**src/rtl/proc_ctrl_pkg.sv**
```systemverilog
// Shared constants and types for the multi-cycle control unit:
// opcodes, function codes, datapath select codes and FSM states.
package proc_ctrl_pkg;

    localparam logic [3:0] OP_FUNC  = 4'b0000;
    localparam logic [3:0] OP_LW    = 4'b0001;
    localparam logic [3:0] OP_SW    = 4'b0010;
    localparam logic [3:0] OP_JMP   = 4'b0011;
    localparam logic [3:0] OP_BE    = 4'b0100;
    localparam logic [3:0] OP_BNE   = 4'b0101;
    localparam logic [3:0] OP_ORI   = 4'b0110;
    localparam logic [3:0] OP_NANDI = 4'b0111;
    localparam logic [3:0] OP_ADD   = 4'b1000;
    localparam logic [3:0] OP_ADDI  = 4'b1001;
    localparam logic [3:0] OP_ADDIZ = 4'b1010;
    localparam logic [3:0] OP_NAND  = 4'b1011;
    localparam logic [3:0] OP_SUB   = 4'b1100;
    localparam logic [3:0] OP_SUBI  = 4'b1101;
    localparam logic [3:0] OP_SUBIZ = 4'b1110;
    localparam logic [3:0] OP_OR    = 4'b1111;

    localparam logic [3:0] FUNC_SHL = 4'b0001;
    localparam logic [3:0] FUNC_SHR = 4'b0010;
    localparam logic [3:0] FUNC_SAR = 4'b0011;

    localparam logic [2:0] ALU_ADD  = 3'b000;
    localparam logic [2:0] ALU_SUB  = 3'b001;
    localparam logic [2:0] ALU_SHL  = 3'b010;
    localparam logic [2:0] ALU_SHR  = 3'b011;
    localparam logic [2:0] ALU_SAR  = 3'b100;
    localparam logic [2:0] ALU_NAND = 3'b101;
    localparam logic [2:0] ALU_OR   = 3'b110;

    localparam logic [1:0] SRCB_REG = 2'b00;
    localparam logic [1:0] SRCB_ONE = 2'b01;
    localparam logic [1:0] SRCB_IMM = 2'b10;
    localparam logic [1:0] SRCB_OFS = 2'b11;

    localparam logic [1:0] PCS_ALU    = 2'b00;
    localparam logic [1:0] PCS_ALUOUT = 2'b01;
    localparam logic [1:0] PCS_JUMP   = 2'b10;

    typedef enum logic [3:0] {
        FETCH  = 4'd0,
        DECODE = 4'd1,
        MEMADR = 4'd2,
        MEMRD  = 4'd3,
        MEMWB  = 4'd4,
        MEMWR  = 4'd5,
        EXEC_R = 4'd6,
        EXEC_I = 4'd7,
        ALUWB  = 4'd8,
        BRANCH = 4'd9,
        JUMP   = 4'd10
    } state_t;

    typedef enum logic [2:0] {
        CLS_R   = 3'd0,
        CLS_I   = 3'd1,
        CLS_MEM = 3'd2,
        CLS_BR  = 3'd3,
        CLS_JMP = 3'd4,
        CLS_ILL = 3'd5
    } opclass_t;

endpackage

```
**src/rtl/ctrl_opclass.sv**
```systemverilog
// Combinational instruction classifier: class, ALU operation and
// immediate extension mode from the IR opcode/function fields.
module ctrl_opclass
    import proc_ctrl_pkg::*;
(
    input  logic [3:0] opcode,
    input  logic [3:0] funcfield,
    output opclass_t   op_class,
    output logic [2:0] alu_op,
    output logic       ext_sel
);

    logic is_shift;
    logic is_r;
    logic is_i;
    logic is_mem;
    logic is_br;
    logic is_jmp;

    assign is_shift = (opcode == OP_FUNC) &&
                      (funcfield inside {FUNC_SHL, FUNC_SHR, FUNC_SAR});
    assign is_r   = is_shift ||
                    (opcode inside {OP_ADD, OP_NAND, OP_SUB, OP_OR});
    assign is_i   = opcode inside {OP_ADDI, OP_ADDIZ, OP_SUBI,
                                   OP_SUBIZ, OP_ORI, OP_NANDI};
    assign is_mem = opcode inside {OP_LW, OP_SW};
    assign is_br  = opcode inside {OP_BE, OP_BNE};
    assign is_jmp = (opcode == OP_JMP);

    always_comb begin
        op_class = CLS_ILL;
        unique case (1'b1)
            is_r:    op_class = CLS_R;
            is_i:    op_class = CLS_I;
            is_mem:  op_class = CLS_MEM;
            is_br:   op_class = CLS_BR;
            is_jmp:  op_class = CLS_JMP;
            default: op_class = CLS_ILL;
        endcase
    end

    always_comb begin
        alu_op = ALU_ADD;
        case (opcode)
            OP_SUB, OP_SUBI, OP_SUBIZ: alu_op = ALU_SUB;
            OP_NAND, OP_NANDI:         alu_op = ALU_NAND;
            OP_OR, OP_ORI:             alu_op = ALU_OR;
            OP_FUNC: begin
                case (funcfield)
                    FUNC_SHL: alu_op = ALU_SHL;
                    FUNC_SHR: alu_op = ALU_SHR;
                    FUNC_SAR: alu_op = ALU_SAR;
                    default:  alu_op = ALU_ADD;
                endcase
            end
            default: alu_op = ALU_ADD;
        endcase
    end

    // Address offsets and the signed immediates are sign-extended
    assign ext_sel = opcode inside {OP_ADDI, OP_SUBI, OP_LW, OP_SW};

endmodule

```
**src/rtl/control_fsm.sv**
```systemverilog
// Multi-cycle main control FSM: sequences datapath controls per
// instruction class and stalls on the memory-ready handshake.
module control_fsm
    import proc_ctrl_pkg::*;
(
    input  logic       clk,
    input  logic       rst,
    input  logic [3:0] OPCODE,
    input  logic [3:0] FUNCFIELD,
    input  logic       I_MemReady,
    output logic       C_IRWrite,
    output logic       C_PCWrite,
    output logic       C_PCWriteCond,
    output logic       C_PCWriteCondNE,
    output logic       C_MemRead,
    output logic       C_MemWrite,
    output logic       C_IorD,
    output logic       C_RegWrite,
    output logic       C_MemtoReg,
    output logic       C_ALUSrcA,
    output logic       C_ExtSel,
    output logic [1:0] C_ALUSrcB,
    output logic [2:0] C_ALUOp,
    output logic [1:0] C_PCSource,
    output logic       C_Illegal
);

    state_t     state;
    state_t     nxt;
    opclass_t   cls;
    logic [2:0] cls_alu_op;
    logic       cls_ext;

    ctrl_opclass u_opclass (
        .opcode    (OPCODE),
        .funcfield (FUNCFIELD),
        .op_class  (cls),
        .alu_op    (cls_alu_op),
        .ext_sel   (cls_ext)
    );

    always_ff @(posedge clk or negedge rst) begin
        if (!rst) state <= FETCH;
        else      state <= nxt;
    end

    always_comb begin
        nxt             = state;
        C_IRWrite       = 1'b0;
        C_PCWrite       = 1'b0;
        C_PCWriteCond   = 1'b0;
        C_PCWriteCondNE = 1'b0;
        C_MemRead       = 1'b0;
        C_MemWrite      = 1'b0;
        C_IorD          = 1'b0;
        C_RegWrite      = 1'b0;
        C_MemtoReg      = 1'b0;
        C_ALUSrcA       = 1'b0;
        C_ExtSel        = 1'b0;
        C_ALUSrcB       = SRCB_REG;
        C_ALUOp         = ALU_ADD;
        C_PCSource      = PCS_ALU;
        C_Illegal       = 1'b0;
        case (state)
            FETCH: begin
                C_MemRead = 1'b1;
                C_ALUSrcB = SRCB_ONE;
                C_IRWrite = I_MemReady;
                C_PCWrite = I_MemReady;
                if (I_MemReady) nxt = DECODE;
            end
            DECODE: begin
                C_ALUSrcB = SRCB_OFS;
                unique case (cls)
                    CLS_R:   nxt = EXEC_R;
                    CLS_I:   nxt = EXEC_I;
                    CLS_MEM: nxt = MEMADR;
                    CLS_BR:  nxt = BRANCH;
                    CLS_JMP: nxt = JUMP;
                    default: begin
                        nxt       = FETCH;
                        C_Illegal = 1'b1;
                    end
                endcase
            end
            EXEC_R: begin
                C_ALUSrcA = 1'b1;
                C_ALUOp   = cls_alu_op;
                nxt       = ALUWB;
            end
            EXEC_I: begin
                C_ALUSrcA = 1'b1;
                C_ALUSrcB = SRCB_IMM;
                C_ExtSel  = cls_ext;
                C_ALUOp   = cls_alu_op;
                nxt       = ALUWB;
            end
            ALUWB: begin
                C_RegWrite = 1'b1;
                nxt        = FETCH;
            end
            MEMADR: begin
                C_ALUSrcA = 1'b1;
                C_ALUSrcB = SRCB_IMM;
                C_ExtSel  = 1'b1;
                nxt       = (OPCODE == OP_SW) ? MEMWR : MEMRD;
            end
            MEMRD: begin
                C_MemRead = 1'b1;
                C_IorD    = 1'b1;
                if (I_MemReady) nxt = MEMWB;
            end
            MEMWB: begin
                C_RegWrite = 1'b1;
                C_MemtoReg = 1'b1;
                nxt        = FETCH;
            end
            MEMWR: begin
                C_MemWrite = 1'b1;
                C_IorD     = 1'b1;
                if (I_MemReady) nxt = FETCH;
            end
            BRANCH: begin
                C_ALUSrcA       = 1'b1;
                C_ALUOp         = ALU_SUB;
                C_PCSource      = PCS_ALUOUT;
                C_PCWriteCond   = (OPCODE == OP_BE);
                C_PCWriteCondNE = (OPCODE == OP_BNE);
                nxt             = FETCH;
            end
            JUMP: begin
                C_PCWrite  = 1'b1;
                C_PCSource = PCS_JUMP;
                nxt        = FETCH;
            end
            default: nxt = FETCH;
        endcase
        // Reset holds every control line low, including write strobes
        if (!rst) begin
            C_IRWrite       = 1'b0;
            C_PCWrite       = 1'b0;
            C_PCWriteCond   = 1'b0;
            C_PCWriteCondNE = 1'b0;
            C_MemRead       = 1'b0;
            C_MemWrite      = 1'b0;
            C_IorD          = 1'b0;
            C_RegWrite      = 1'b0;
            C_MemtoReg      = 1'b0;
            C_ALUSrcA       = 1'b0;
            C_ExtSel        = 1'b0;
            C_ALUSrcB       = SRCB_REG;
            C_ALUOp         = ALU_ADD;
            C_PCSource      = PCS_ALU;
            C_Illegal       = 1'b0;
        end
    end

endmodule

```
**config.mk**
```make
export PLATFORM = sky130hd
export DESIGN_NAME = control_fsm
export DESIGN_NICKNAME = d
export VERILOG_FILES = /design/src/rtl/proc_ctrl_pkg.sv /design/src/rtl/ctrl_opclass.sv /design/src/rtl/control_fsm.sv
export SDC_FILE = /design/constraint.sdc
export NUM_CORES = 1
export LEC_CHECK = 0
export CELL_PAD_IN_SITES_DETAIL_PLACEMENT = 1
export CELL_PAD_IN_SITES_GLOBAL_PLACEMENT = 2
export CORE_ASPECT_RATIO = 0.7
export CORE_MARGIN = 3
export CORE_UTILIZATION = 24
export CTS_BUF_LIST = sky130_fd_sc_hd__clkbuf_4 sky130_fd_sc_hd__clkbuf_8
export CTS_CLUSTER_SIZE = 30
export DETAILED_ROUTE_END_ITERATION = 12
export PLACE_DENSITY_LB_ADDON = 0.1
export SYNTH_ARGS = -nofsm -noshare
export SYNTH_HDL_FRONTEND = slang
export SYNTH_SLANG_ARGS = --single-unit
```
**constraint.sdc**
```tcl
create_clock -name clk -period 6.7 [get_ports clk]
set_input_delay 2.01 -clock clk [delete_from_list [all_inputs] [get_ports clk]]
set_output_delay 2.01 -clock clk [all_outputs]
set_load 0.02 [all_outputs]
```
==> summary.txt <==
Drt
  • Wire per inst: roughly 15 um
  • DRC: 0
  • Drt pass-1 iters: 3
  • Vias/cell: between 5 and 6
  • Initial DRC count: 31
  • Via count: 807
  • Final wirelength: 2410 um
  • Routed Antenna Nets: 0

Final layout
  • Most frequent cells in the layout: clkdlybuf4s50_1, nor2_1, nand2_1, a21oi_1
  • Area growth syn-to-layout: 48.5%
  • Diodes inserted: 0
  • Max reg flops: 4
  • Commonest non-fill, non-tap cell in the layout: clkdlybuf4s50_1
  • Largest Register: state
  • Share of cells above drive strength 1: 8.80%
  • Nets: 138
  • Biggest regs: state x4

Clock tree
  • CTS resizes: 0
  • CTS Sinks: 4
  • CTS Root Cell: clkbuf_8
  • Worst-path clk slew: 0.03 ns
  • Hold Buf Count CTS: 0
  • CTS tree: yes
  • Total CTS buffers: 3
  • H-Tree Depth: 1
  • Post-CTS Setup Repair Bufs: 0
  • Max Root-Sink Buffers: 2
  • Worst-Skew Late Latency: roughly 0.22 ns

GRT
  • GRT overflow: 0
  • First-pass GRT wire length: 3780 um
  • Gr usage total: 13.5%
  • Maximum number of pins on one net before global-route repair: 16
  • Vias in the first global route: roughly 750
  • Initial antenna violation count: 0

Power
  • PD cells: ~290 mW/mm^2
  • Tot Pwr: 0.296 mW
  • Worst vdd ir: 0.204 mV
  • LEAKAGE: 0.404 nW

Outcome
  • Status: finished, final reports clean

Synth
  • Mapped Cells: 99
  • Distinct cells, synth: 38
  • Cell Area, Synth: about 700 sq um
  • Flops & latches, synth: 4
  • Number of synthesis warnings: 0
  • Mapped Nets: 110
  • Top FF cell, synth: dfrtp_1
  • Avg Cell Area, Syn: 6.93 sq um
  • Number of synthesized flops with an enable pin: 0
  • Ys async rst share: 100%
  • Sequential-to-total area share from yosys stat: around 15%

Worst setup path
  • CP max stage cell: clkdlybuf4s50_1
  • CP Capture Point: C_ExtSel
  • CP Launch Type: primary input
  • Crit path buf inv count: 2
  • Crit-path leading delay family: buffers and inverters
  • WP data required: 4.69 ns
  • Worst reg-to-reg setup slack: 5.08 ns
  • R2r worst-path depth: 4
  • R2r startpoint: state[0]$_DFFE_PN0P_
  • Max FO, Critical Path: 12
  • Critical-path cell list: clkdlybuf4s50_1 -> or4b_4 -> o21ai_1 -> nand3_1 -> a21oi_1 -> clkdlybuf4s50_1
  • WP depth: 6
  • Worst reg2reg path endpoint: state[1]$_DFFE_PN0P_
  • Critical Path Max Stage Delay: 0.62 ns
  • Crit. Startpoint: OPCODE[3]
  • CP arrival: 4.21 ns
  • Crit Path Class: in -> out
  • CP endpoint kind: output pin
  • Most used cell, CP: clkdlybuf4s50_1

Timing
  • Worst setup margin: around 0.48 ns
  • Final hold vios: 0
  • Worst-Margin Slew: 0.532 ns
  • Final hold slack: 0.666 ns
  • Clock Skews: approximately 0.0061 ns
  • Fmax: 161 MHz
  • Setup TNS: 0 ns
  • RSZ-0062 raised after global routing: false
  • Relative slew slack: 64.2%
  • Max Slew Vio Count: 0
  • Final setup viols: 0
  • Post-route minimum period: 6.22 ns
  • Fin crit share: 92.9%

Job
  • Max-cap viol count: 0

Floorplan
  • DIE AREA: approximately 0.0035 sq mm
  • IO Pins: 30
  • FP Rows: 15
  • Die Span X: roughly 70 um
  • Die height: 50.7 um
  • Core ar.: 0.00259 sq mm
  • Starting Density: 26.5%

Placed design
  • Final HPWL DP: 1870 um
  • Port bufs: 29
  • Final Wtd Congestion: about 0.8
  • Place WS: 0.471 ns

Min path
  • Worst Hold Class: reg -> reg
==> worst register-to-register path, delay by kind of cell, from the launching register on <==
family / cells / cell delay (ns)
flops: 1 / 0.60
compound gates: 2 / 0.40
simple gates: 2 / 0.54
==> synthesized netlist by cell type (2+ instances only) <==
library cell | instances | share of area (%)
nand2_1 | 8 | 4.4
nor2_1 | 8 | 4.4
a21oi_1 | 7 | 5.1
inv_1 | 5 | 2.7
nand3_1 | 5 | 3.6
nor3_1 | 5 | 3.6
o21ai_0 | 5 | 3.6
dfrtp_1 | 4 | 15
nand2b_1 | 4 | 3.6
and3_1 | 3 | 2.7
buf_2 | 3 | 2.2
buf_6 | 3 | 4.9
nor2b_1 | 3 | 2.7
nor4_1 | 3 | 2.7
or2_2 | 3 | 2.7
and4_1 | 2 | 2.6
clkbuf_1 | 2 | 1.1
mux2i_1 | 2 | 2.9
nand3b_1 | 2 | 2.2
nand4_1 | 2 | 1.8
xnor2_1 | 2 | 2.6
xor2_1 | 2 | 2.6
==> metal layers <==
layer,vias to the layer above,track usage [%],share of wire (%)
met5,-,0,0
met4,0,5.73,1.5
met3,5,1.20,2.4
met2,12,19.4,41
met1,380,20.3,55
li1,410,-,-
==> through the flow <==
| stage | cells | cell area, sq um | util [%] |
|---|---|---|---|
| after floorplan | 99 | 686 | - |
| after global placement | 156 | 977 | 37.7 |
| after detailed placement | 156 | 977 | 37.7 |
| after CTS | 159 | 1020 | 39.3 |
| after global routing | 159 | 1020 | 39.3 |
| final | 159 | 1020 | 39.3 |
==> layout make-up <==
cell class / instances / area, sq um
clock buffer: 3 / 41.3
tap: 34 / 42.5
multi-input combinational: 82 / 510
timing repair buffer: 31 / 305
sequential: 4 / 100
fill: 326 / 1570
inverter: 5 / 18.8
==> how the worst min path moves through the flow <==
stage	endpoint	slack (ns)	depth (start not counted)	startpoint
after detailed placement	state[0]$_DFFE_PN0P_	0.64	1	state[3]$_DFFE_PN0P_
after CTS	state[0]$_DFFE_PN0P_	0.65	1	state[3]$_DFFE_PN0P_
after floorplan	state[0]$_DFFE_PN0P_	0.55	2	state[3]$_DFFE_PN0P_
final	state[0]$_DFFE_PN0P_	0.67	1	state[3]$_DFFE_PN0P_
after global routing	state[0]$_DFFE_PN0P_	0.67	1	state[3]$_DFFE_PN0P_
after global placement	state[0]$_DFFE_PN0P_	0.65	1	state[3]$_DFFE_PN0P_
==> logic make-up (layout without fill, tap and decap cells) <==
| logic type | count (synthesis) | after routing | synth area share (%) |
|---|---|---|---|
| xor gates and xnor gates | 4 | 4 | 5.11 |
| AOI/OAI and AO/OA | 22 | 22 | 20.4 |
| and+or+nand+nor | 54 | 54 | 46.0 |
| DFF | 4 | 4 | 14.6 |
| muxes | 2 | 2 | 2.92 |
| buffers and inverters | 13 | 39 | 10.9 |
==> power by group <==
part           switching (mW)  total, mW  internal [mW]
registers              0.0337     0.0676         0.0338
logic                  0.0946      0.178         0.0830
clock network          0.0127     0.0510         0.0383
total                   0.141      0.296          0.155
No activity file was read; power rests on OpenSTA's default activity.
